==> src/rtl/fifo_stream_reader_pkg.sv <==
// Shared constants for the FIFO-to-stream reader: occupancy encodings and the
// read-credit helper used to decide when a new FIFO read may be issued.
package fifo_stream_reader_pkg;

    localparam int BUF_DEPTH = 2;

    typedef enum logic [1:0] {
        ST_EMPTY = 2'd0,
        ST_ONE   = 2'd1,
        ST_TWO   = 2'd2
    } occ_state_e;

    // Words held once this cycle settles must leave room for one more read.
    function automatic logic credit_ok(input logic [1:0] occ,
                                       input logic       in_flight,
                                       input logic       pop);
        logic [2:0] committed;
        committed = {1'b0, occ} + {2'b00, in_flight} - {2'b00, pop};
        return committed < 3'(BUF_DEPTH);
    endfunction

endpackage

==> src/rtl/fifo_stream_reader_if.sv <==
// FIFO read side plus outgoing valid/ready stream, bundled for the reader.
// master = the reader block, slave = the FIFO/sink environment around it.
interface fifo_stream_reader_if #(
    parameter int DATA_WIDTH = 36
);
    logic                  fifo_empty;
    logic                  fifo_oe;
    logic [DATA_WIDTH-1:0] fifo_dout;
    logic                  m_valid;
    logic                  m_ready;
    logic [DATA_WIDTH-1:0] m_data;
    logic [1:0]            occupancy;

    modport master (
        input  fifo_empty, fifo_dout, m_ready,
        output fifo_oe, m_valid, m_data, occupancy
    );

    modport slave (
        output fifo_empty, fifo_dout, m_ready,
        input  fifo_oe, m_valid, m_data, occupancy
    );
endinterface

==> src/rtl/fifo_stream_reader.sv <==
// Drains a 1-cycle-latency sync FIFO into a registered valid/ready stream
// through a 2-entry skid buffer, sustaining one word per cycle.
module fifo_stream_reader
    import fifo_stream_reader_pkg::*;
#(
    parameter int DATA_WIDTH = 36
) (
    input  logic                  clk,
    input  logic                  rst,
    input  logic                  ce,
    fifo_stream_reader_if.master  bus
);

    occ_state_e            state_q, state_d;
    logic [DATA_WIDTH-1:0] head_q, head_d;
    logic [DATA_WIDTH-1:0] tail_q, tail_d;
    logic                  in_flight_q;

    logic                  m_valid;
    logic                  pop;
    logic                  push;
    logic                  rd_en;

    assign m_valid = (state_q != ST_EMPTY);
    assign pop     = ce && m_valid && bus.m_ready;
    assign push    = ce && in_flight_q;

    // Only issue a read if the word it returns next cycle is guaranteed a slot.
    assign rd_en = ce && !rst && !bus.fifo_empty &&
                   credit_ok(state_q, in_flight_q, pop);

    assign bus.fifo_oe   = rd_en;
    assign bus.m_valid   = m_valid;
    assign bus.m_data    = head_q;
    assign bus.occupancy = state_q;

    always_comb begin
        state_d = state_q;
        head_d  = head_q;
        tail_d  = tail_q;
        unique case (state_q)
            ST_EMPTY: begin
                if (push) begin
                    head_d  = bus.fifo_dout;
                    state_d = ST_ONE;
                end
            end
            ST_ONE: begin
                if (push && pop) begin
                    head_d = bus.fifo_dout;
                end else if (push) begin
                    tail_d  = bus.fifo_dout;
                    state_d = ST_TWO;
                end else if (pop) begin
                    state_d = ST_EMPTY;
                end
            end
            ST_TWO: begin
                // Tail slides forward on a pop; a concurrent push refills it.
                if (pop) begin
                    head_d = tail_q;
                    if (push) begin
                        tail_d = bus.fifo_dout;
                    end else begin
                        state_d = ST_ONE;
                    end
                end
            end
            default: begin
                state_d = ST_EMPTY;
            end
        endcase
    end

    always_ff @(posedge clk) begin
        if (rst) begin
            state_q     <= ST_EMPTY;
            head_q      <= '0;
            tail_q      <= '0;
            in_flight_q <= 1'b0;
        end else if (ce) begin
            state_q     <= state_d;
            head_q      <= head_d;
            tail_q      <= tail_d;
            in_flight_q <= rd_en;
        end
    end

    // The credit check must make an unpaired push into a full buffer impossible.
    a_no_overflow: assert property (
        @(posedge clk) disable iff (rst)
        (push && state_q == ST_TWO) |-> pop
    ) else $error("fifo_stream_reader: push into full buffer without pop");

endmodule

==> src/flat_wrapper.sv <==
// flat-port wrapper written by rule: the top's interface ports become plain ports
module fifo_stream_reader_flat import fifo_stream_reader_pkg::*;
#(
    parameter int DATA_WIDTH = 36
)
  (clk, rst, ce, bus_fifo_empty, bus_fifo_dout, bus_m_ready, bus_fifo_oe, bus_m_valid, bus_m_data, bus_occupancy);
  fifo_stream_reader_if #(.DATA_WIDTH(DATA_WIDTH)) bus_i ();
  input  logic clk;
  input  logic rst;
  input  logic ce;
  input wire logic [$bits(bus_i.fifo_empty)-1:0] bus_fifo_empty;
  input wire logic [$bits(bus_i.fifo_dout)-1:0] bus_fifo_dout;
  input wire logic [$bits(bus_i.m_ready)-1:0] bus_m_ready;
  output wire logic [$bits(bus_i.fifo_oe)-1:0] bus_fifo_oe;
  output wire logic [$bits(bus_i.m_valid)-1:0] bus_m_valid;
  output wire logic [$bits(bus_i.m_data)-1:0] bus_m_data;
  output wire logic [$bits(bus_i.occupancy)-1:0] bus_occupancy;
  assign bus_i.fifo_empty = bus_fifo_empty;
  assign bus_i.fifo_dout = bus_fifo_dout;
  assign bus_i.m_ready = bus_m_ready;
  assign bus_fifo_oe = bus_i.fifo_oe;
  assign bus_m_valid = bus_i.m_valid;
  assign bus_m_data = bus_i.m_data;
  assign bus_occupancy = bus_i.occupancy;
  fifo_stream_reader #(.DATA_WIDTH(DATA_WIDTH)) u_core (.clk(clk), .rst(rst), .ce(ce), .bus(bus_i));
endmodule
==> config.mk <==
export PLATFORM = sky130hd
export DESIGN_NAME = fifo_stream_reader_flat
export DESIGN_NICKNAME = d
export VERILOG_FILES = /design/src/rtl/fifo_stream_reader_pkg.sv /design/src/rtl/fifo_stream_reader_if.sv /design/src/rtl/fifo_stream_reader.sv /design/src/flat_wrapper.sv
export SDC_FILE = /design/constraint.sdc
export NUM_CORES = 1
export LEC_CHECK = 0
export BUFFER_PORTS_ARGS = -buffer_cell sky130_fd_sc_hd__buf_4
export CORE_UTILIZATION = 35
export DETAILED_ROUTE_END_ITERATION = 8
export PLACE_DENSITY = 0.67
export SLEW_MARGIN = 20
export SYNTH_ARGS = -nofsm -noshare
export SYNTH_HDL_FRONTEND = slang
export SYNTH_SLANG_ARGS = --single-unit
==> constraint.sdc <==
create_clock -name clk -period 2.93 [get_ports clk]
set_clock_uncertainty 0.1 [all_clocks]
set_input_delay 0.586 -clock clk [delete_from_list [all_inputs] [get_ports clk]]
set_output_delay 0.586 -clock clk [all_outputs]
set_load 0.01 [all_outputs]
== Word level (Yosys, flattened, before mapping) ==
Index checks and enable logic that the tools add are counted.
Widths: inputs -> output; s select.
Operators by class
  reduce and logical (&&, ||, !) cells: 16
  order comparisons: 1
  muxes and demuxes: 15
  add/sub/neg operators: 2
  equal/unequal tests: 8
Operators with widths (number)
  $mux 36: 6
  $pmux 36 s3: 1
  $pmux 36 s2: 1
  $mux 2: 6
  $logic_and 1x1->1: 7
  $ne 2x1->1 const B: 3
  $pmux 2 s3: 1
  $reduce_and 6->1: 1
  $reduce_and 5->1: 1
  $ne 2x2->1 const B: 2
  $reduce_and 4->1: 1
  $reduce_bool 2->1: 2
  $add 2x1->3: 1
  $lt 3x2->1 const B: 1
  $ne 3x1->1 const B: 1
  $reduce_bool 3->1: 1
  $sub 3x1->3: 1
  $eq 2x1->1 const B: 1
  $eq 2x2->1 const B: 1
  $logic_not 1->1: 2
  $logic_not 2->1: 1
Storage, ports and cells
  word-level logic and storage cells: 46
  bits in registers: 75
  input bits: 41
  output and inout port bits: 40

== Logic depth before layout (Yosys ltp) ==
Gate-level depths: netlist (run 1).
  depth in word-level cells: 7
  depth in mapped cells: 10
  depth with buffers taken out: 10

== Worst setup path before layout (run 1) ==
No wires, ideal clock.
  path type: register -> output
  from: register u_core.state_q[1], in the netlist u_core.bus.occupancy[1]
  to: output port bus_fifo_oe
  stages on the path, launching flop included: 9
  required time: 2.244 ns
  setup slack: -0.219 ns
  arrival time: 2.463 ns
  buffers on the path: 0
  cell sequence: dfxtp_1 -> inv_1 -> ha_1 -> and2b_1 -> and3_1 -> o21ai_0 -> fa_1 -> nand2_1 -> nor4_1
Between the ends
  longest elaborated chain between the ends: 6
  elaborated cells on any way between the ends: 7
  classes of those cells: 2 x add/sub; 1 x order compare; 4 x reduce/logical
Ends and longest elaborated chain
  start, declared: line fifo_stream_reader.sv:14  | occ_state_e state_q, state_d;
  start signal, assigned: line fifo_stream_reader.sv:82  | state_q <= state_d;
  parallel branches: the longest is 3 deep, another holds $add 2x1->3
  $sub 3x1->3 *: line fifo_stream_reader_pkg.sv:18  | committed = {1'b0, occ} + {2'b00, in_flight} - {2'b00, pop};
  $lt 3x2->1 *: line fifo_stream_reader_pkg.sv:19  | return committed < 3'(BUF_DEPTH);
  $logic_and 1x1->1 *: line fifo_stream_reader.sv:29  | assign rd_en = ce && !rst && !bus.fifo_empty &&
  end, declared: line flat_wrapper.sv:14  | output wire logic [$bits(bus_i.fifo_oe)-1:0] bus_fifo_oe;
Mark *: on every way between the ends.

== Final worst setup path (run 1) ==
Same ends and word-level chain as after synthesis.

==> results of run 1 <==
==> what timing repair did <==
action | CTS | global route
buffers inserted | 6 | 0
setup endpoints to repair | 1 | 1
pin swaps | 6 | 1
gates resized for setup | 10 | 0
==> flip-flops by register name (all words and copies together), names as in the netlist <==
signal,cells
u_core.bus.m_data,36
u_core.tail_q,36
u_core.bus.occupancy,2
u_core.in_flight_q,1
==> Yosys cell counts, drive strengths merged <==
master,n
fa,1
inv,5
o211ai,1
a311oi,1
and2b,1
nand2b,2
and3,2
xor2,1
a21oi,73
clkbuf,11
mux2i,37
o211a,1
or4b,1
a211oi,36
buf,18
nor2,6
and2,1
a221oi,1
or4bb,1
dfxtp,75
ha,4
nand3b,1
o21ai,2
nand2,75
o311ai,1
nor4,1
==> routing by layer <==
layer,GRT usage,routed length [µm],part of all wire,vias up
met5,0,0,0,-
met4,0.0932,206,0.025,0
met3,0.0286,291,0.036,17
met2,0.289,3950,0.49,60
met1,0.227,3670,0.45,1306
li1,-,-,-,1432
==> critical path: cells and delay by family, from the launching register on <==
family                   cells  cell delay, ns
buffers and inverters        2            0.21
adder cells (fa/ha/maj)      2            0.67
flip-flops                   1            0.34
AO/OA/AOI/OAI                1            0.06
AND/OR/NAND/NOR              4            0.71
==> final timing paths <==
path | from | to | slack, ns | cells after the start
max reg2reg | u_core.bus.occupancy[0]$_SDFFE_PP0P_ | u_core.tail_q[13]$_SDFFE_PP0P_ | 0.58 | 8
min reg2reg | u_core.tail_q[27]$_SDFFE_PP0P_ | u_core.tail_q[27]$_SDFFE_PP0P_ | 0.36 | 2
min | u_core.tail_q[27]$_SDFFE_PP0P_ | u_core.tail_q[27]$_SDFFE_PP0P_ | 0.36 | 2
max | u_core.bus.occupancy[1]$_SDFFE_PP0P_ | bus_fifo_oe | -0.08 | 9
==> through the flow <==
stage / power [mW] / hold WS (ns) / utilization
finish: 2.31 / 0.355 / 0.482
global route: 2.43 / 0.372 / 0.482
CTS: 2.34 / 0.356 / 0.482
detailed placement: 1.48 / 0.346 / 0.450
global placement: 1.48 / 0.341 / 0.450
floorplan: 1.30 / 0.336 / -
==> power groups by stage <==
stage | clock network (mW) | logic, mW | registers, mW
floorplan | 0 | 0.164 | 1.14
global placement | 0 | 0.356 | 1.12
detailed placement | 0 | 0.365 | 1.12
CTS | 0.865 | 0.377 | 1.10
global route | 0.917 | 0.411 | 1.10
finish | 0.839 | 0.374 | 1.10
==> cells by family (layout without fill, tap and decap cells) <==
kind of cell	count (synthesis)	count (layout)
buf+inv	34	121
xor+xnor	1	1
fa+ha+maj	5	5
simple gates	91	91
mux	37	37
flops	75	75
compound gates	116	116
==> final cells by class <==
cell class	count	area, µm²	area share
clock buffer	10	128	0.0301
clock inverter	5	78.8	0.0186
sequential	75	1500	0.354
timing repair buffer	101	758	0.179
inverter	5	18.8	0.00442
tap	108	135	0.0318
multi-input combinational	250	1620	0.382
==> qor.csv, run 1 <==
metric,value,unit
nets,488,
yosys-top-cells-area,"dfxtp_1 (47%), mux2i_1 (11%), a21oi_1 (11%)",
synth_top_area_frac,0.465,
critical_path_class,reg -> out,
grt_pass1_wl,13.5,mm
grt_max_degree,76,
slew_headroom,0.482,
fin_cells,554,
synth_xor_area_frac,0.00271,
cp.required,2.24,ns
clkPwrFrac,0.363,
ios,81,
synth_mux_area_frac,0.115,
num_antenna_cells,0,
yosys.area_share.simple,0.119,
power_leakage,1.56,nW
post-route-period-util,1.03,
violations,"DRC, setup timing",
place_inst,533,
antenna_left,0,
synth_fa_ha_area_frac,0.0217,
tightest_slew,0.777,ns
start_util,0.366,
arrival,2.33,ns
start_kind,flip-flop,
grt-ovfl-total,0,
pwr-share-comb,0.162,
p_int,1.72,mW
yosys.area.top_type,dfxtp_1,
routed_wl,8.11,mm
setup_tns,-0.0828,ns
numCtsBuffers,9,
ys_types,30,
finalCriticalPeriod,3.01,ns
cts-root-buf,clkbuf_8,
fill_cells,821,
die_w,98.0,µm
yosysSeqAreaShare,0.465,
yosys_warnings,0,
hold_viol_final,0,
cts-htree-levels,3,
cpPeakStageDelay,0.52,ns
switchingPower,0.587,mW
vias,2815,
dieArea,9610,µm²
max-vdd-ir-drop,0.000266,V
clkLatencyLatePin,0.34,ns
clockBufferDepth,2,
dp_hpwl,5.19,mm
antenna_found_initial,0,
routabilityCongestion,0.783,
avgSynthCellArea,8.99,µm²
slew_viol_final,0,
firstDrtPassIters,6,
drt_iter0_drc,127,
io_buffers,80,
crit_path_end_kind,output port,
tritoncts,built,
switching_share,0.254,
fmax,0.332,GHz
design_area,4240,µm²
area_delta_synth_final,31.5,%
synth_top_family_by_area,compound AO/OA/AOI/OAI gates,
drive_above_1_share,0.298,
place_area,3960,µm²
final-setup-viol-count,1,
status,"finished, violations left",
power_density,544,nW/µm²
synth_compound_gate_area_share,0.224,
rows,34,
die_h,98.0,µm
synth_area,3230,µm²
rsz0062_at_grt,true,
via_per_inst,5.08,
layout_commonest_cell,buf_4,
drv_cap,0,
cts_hold_buffers,0,
pre_cts_slack,0.0556,ns
seq_power_share,0.475,
grt_use_total,0.178,
clk_pin_slew,0.07,ns
syn_nets,405,
synth_seq_cells,75,
first_global_vias,2721,
syn_inst,359,
layout.cells.most_common_list,"buf_4 (101), nand2_1 (74), dfxtp_1 (73), a21oi_1 (72), mux2i_1 (37)",
cp_max_fo,3,
cts.sinks,75,
fin_ws,-0.0828,ns
drc,4,
crit_path_top_delay_cell,fa_1,
coreArea,8810,µm²
hp-class,reg -> reg,
routedWlPerCell,14.6,µm
path_cells,"inv_2, ha_4, and2b_2, and3_4, o21ai_2, fa_1, nand2_2, nor4_4, buf_4",
Power figures use the tool's default switching activity.
==> run 2: changes to the inputs <==
--- a/config.mk
+++ b/config.mk
@@ -5,10 +5,11 @@
 export SDC_FILE = /design/constraint.sdc
 export NUM_CORES = 1
 export LEC_CHECK = 0
-export BUFFER_PORTS_ARGS = -buffer_cell sky130_fd_sc_hd__buf_4
+export CORE_ASPECT_RATIO = 1.2
 export CORE_UTILIZATION = 35
 export DETAILED_ROUTE_END_ITERATION = 8
-export PLACE_DENSITY = 0.67
+export DONT_BUFFER_PORTS = 1
+export PLACE_DENSITY = 0.59
 export SLEW_MARGIN = 20
 export SYNTH_ARGS = -nofsm -noshare
 export SYNTH_HDL_FRONTEND = slang
==> run 2 against run 1 <==
Against the previous run: the run ends with setup timing left; largest cell class unchanged; critical endpoint unchanged; global-route usage decreased by 0.31 points; sequential share of layout area increased by 7.1 points; register-to-register slack improved by 0.08 ns; cell area decreased by 17%; combinational power decreased by 47%; critical path depth decreased by 1; non-clock buffer count decreased by 87; hold slack got worse by 0.15 ns; fmax increased by 2.1%; largest power group unchanged; via count decreased by 12%.
==> qor.csv, run 2 (synthesis gave the netlist of run 1 again) <==
metric,value,unit
status,"finished, violations left",
violations,setup timing,
finalCriticalPeriod,2.95,ns
num_antenna_cells,0,
start_kind,flip-flop,
fin_cells,478,
cts.sinks,75,
power_leakage,1.08,nW
clockBufferDepth,2,
drv_cap,0,
vias,2472,
antenna_left,0,
final-setup-viol-count,1,
drt_iter0_drc,117,
ios,81,
clkLatencyLatePin,0.34,ns
grt_max_degree,77,
rows,38,
grt-ovfl-total,0,
grt_pass1_wl,12.5,mm
cp_max_fo,3,
max-vdd-ir-drop,0.000199,V
dieArea,9610,µm²
hp-class,in -> reg,
area_delta_synth_final,9.65,%
fill_cells,896,
slew_viol_final,0,
io_buffers,0,
cp.required,2.24,ns
cts-htree-levels,3,
layout.cells.most_common_list,"nand2_1 (74), dfxtp_1 (73), a21oi_1 (72), mux2i_1 (37), a211oi_1 (36)",
cts-root-buf,clkbuf_8,
routedWlPerCell,16.7,µm
cts_hold_buffers,0,
routed_wl,7.98,mm
firstDrtPassIters,4,
crit_path_end_kind,output port,
tightest_slew,0.644,ns
slew_headroom,0.571,
die_w,89.7,µm
drc,0,
hold_viol_final,0,
power_density,562,nW/µm²
fin_ws,-0.0198,ns
clk_pin_slew,0.07,ns
via_per_inst,5.17,
power,1.99,mW
layout_commonest_cell,nand2_1,
tritoncts,built,
antenna_found_initial,0,
nets,401,
dp_hpwl,4.95,mm
grt_use_total,0.175,
post-route-period-util,1.01,
start_util,0.359,
place_inst,460,
critical_path_class,reg -> out,
numCtsBuffers,9,
die_h,107,µm
coreArea,8990,µm²
pre_cts_slack,0.121,ns
first_global_vias,2373,
arrival,2.26,ns
routabilityCongestion,0.771,
drive_above_1_share,0.123,
rsz0062_at_grt,true,
fmax,0.339,GHz
-- run 2: changes by cell type in the layout (fill, tap and decap cells not counted), sizes merged --
cell,delta
buf,-87
bufinv,-2
clkbuf,+1
clkinv,-1
clkinvlp,+1
-- run 2: per-stage QoR --
stage | utilization | hold WS, ns | instance area [µm²] | TNS, ns
6_report | 0.394 | 0.205 | 3540 | -0.0198
5_1_grt | 0.394 | 0.177 | 3540 | -0.154
4_1_cts | 0.394 | 0.181 | 3540 | -0.0836
3_5_place_dp | 0.371 | 0.340 | 3330 | 0
3_3_place_gp | 0.371 | 0.335 | 3330 | 0
2_1_floorplan | - | 0.336 | 3240 | 0
-- run 2: worst paths after layout --
check,start,cells after the start,end,slack [ns]
setup / recovery,u_core.bus.occupancy[0]$_SDFFE_PP0P_,8,bus_fifo_oe,-0.02
hold / removal,rst,1,u_core.bus.m_data[31]$_SDFFE_PP0P_,0.20
setup reg to reg,u_core.bus.occupancy[0]$_SDFFE_PP0P_,7,u_core.tail_q[28]$_SDFFE_PP0P_,0.66
hold reg to reg,u_core.tail_q[34]$_SDFFE_PP0P_,2,u_core.tail_q[34]$_SDFFE_PP0P_,0.35
-- run 2: cell type report --
type,instances,area (µm²),area share
Multi-Input combinational cell,250,1610,0.455
Sequential cell,75,1500,0.425
Tap cell,120,150,0.0424
Clock buffer,11,131,0.0371
Timing Repair Buffer,14,105,0.0297
Inverter,5,18.8,0.00530
Clock inverter,3,17.5,0.00495
-- run 2: timing repair --
item / CTS / global route
pin swaps: 6 / 1
gates cloned: 0 / 0
endpoints found under the setup margin: 1 / 1
resized for setup: 10 / 0
buffers inserted: 4 / 0
-- run 2: routing by layer --
metal | global-route usage | wire, µm | share of wire | up-vias
li1 | - | - | - | 1257
met2 | 0.288 | 3970 | 0.50 | 51
met3 | 0.0654 | 495 | 0.062 | 7
met5 | 0 | 0 | 0 | -
met1 | 0.207 | 3410 | 0.43 | 1157
met4 | 0.0544 | 113 | 0.014 | 0
-- run 2: worst max-delay path, cell delays in order (launching register included) --
cell	delay, ns
dfxtp_2	0.34
inv_2	0.05
ha_4	0.15
and2b_2	0.24
and3_4	0.19
o21ai_2	0.06
fa_1	0.52
nand2_2	0.07
nor4_4	0.30
-- run 2: power breakdown --
| group | total [mW] | switching (mW) | internal [mW] |
|---|---|---|---|
| registers | 1.13 | 0.0593 | 1.07 |
| clock network | 0.659 | 0.363 | 0.296 |
| logic | 0.200 | 0.115 | 0.0846 |
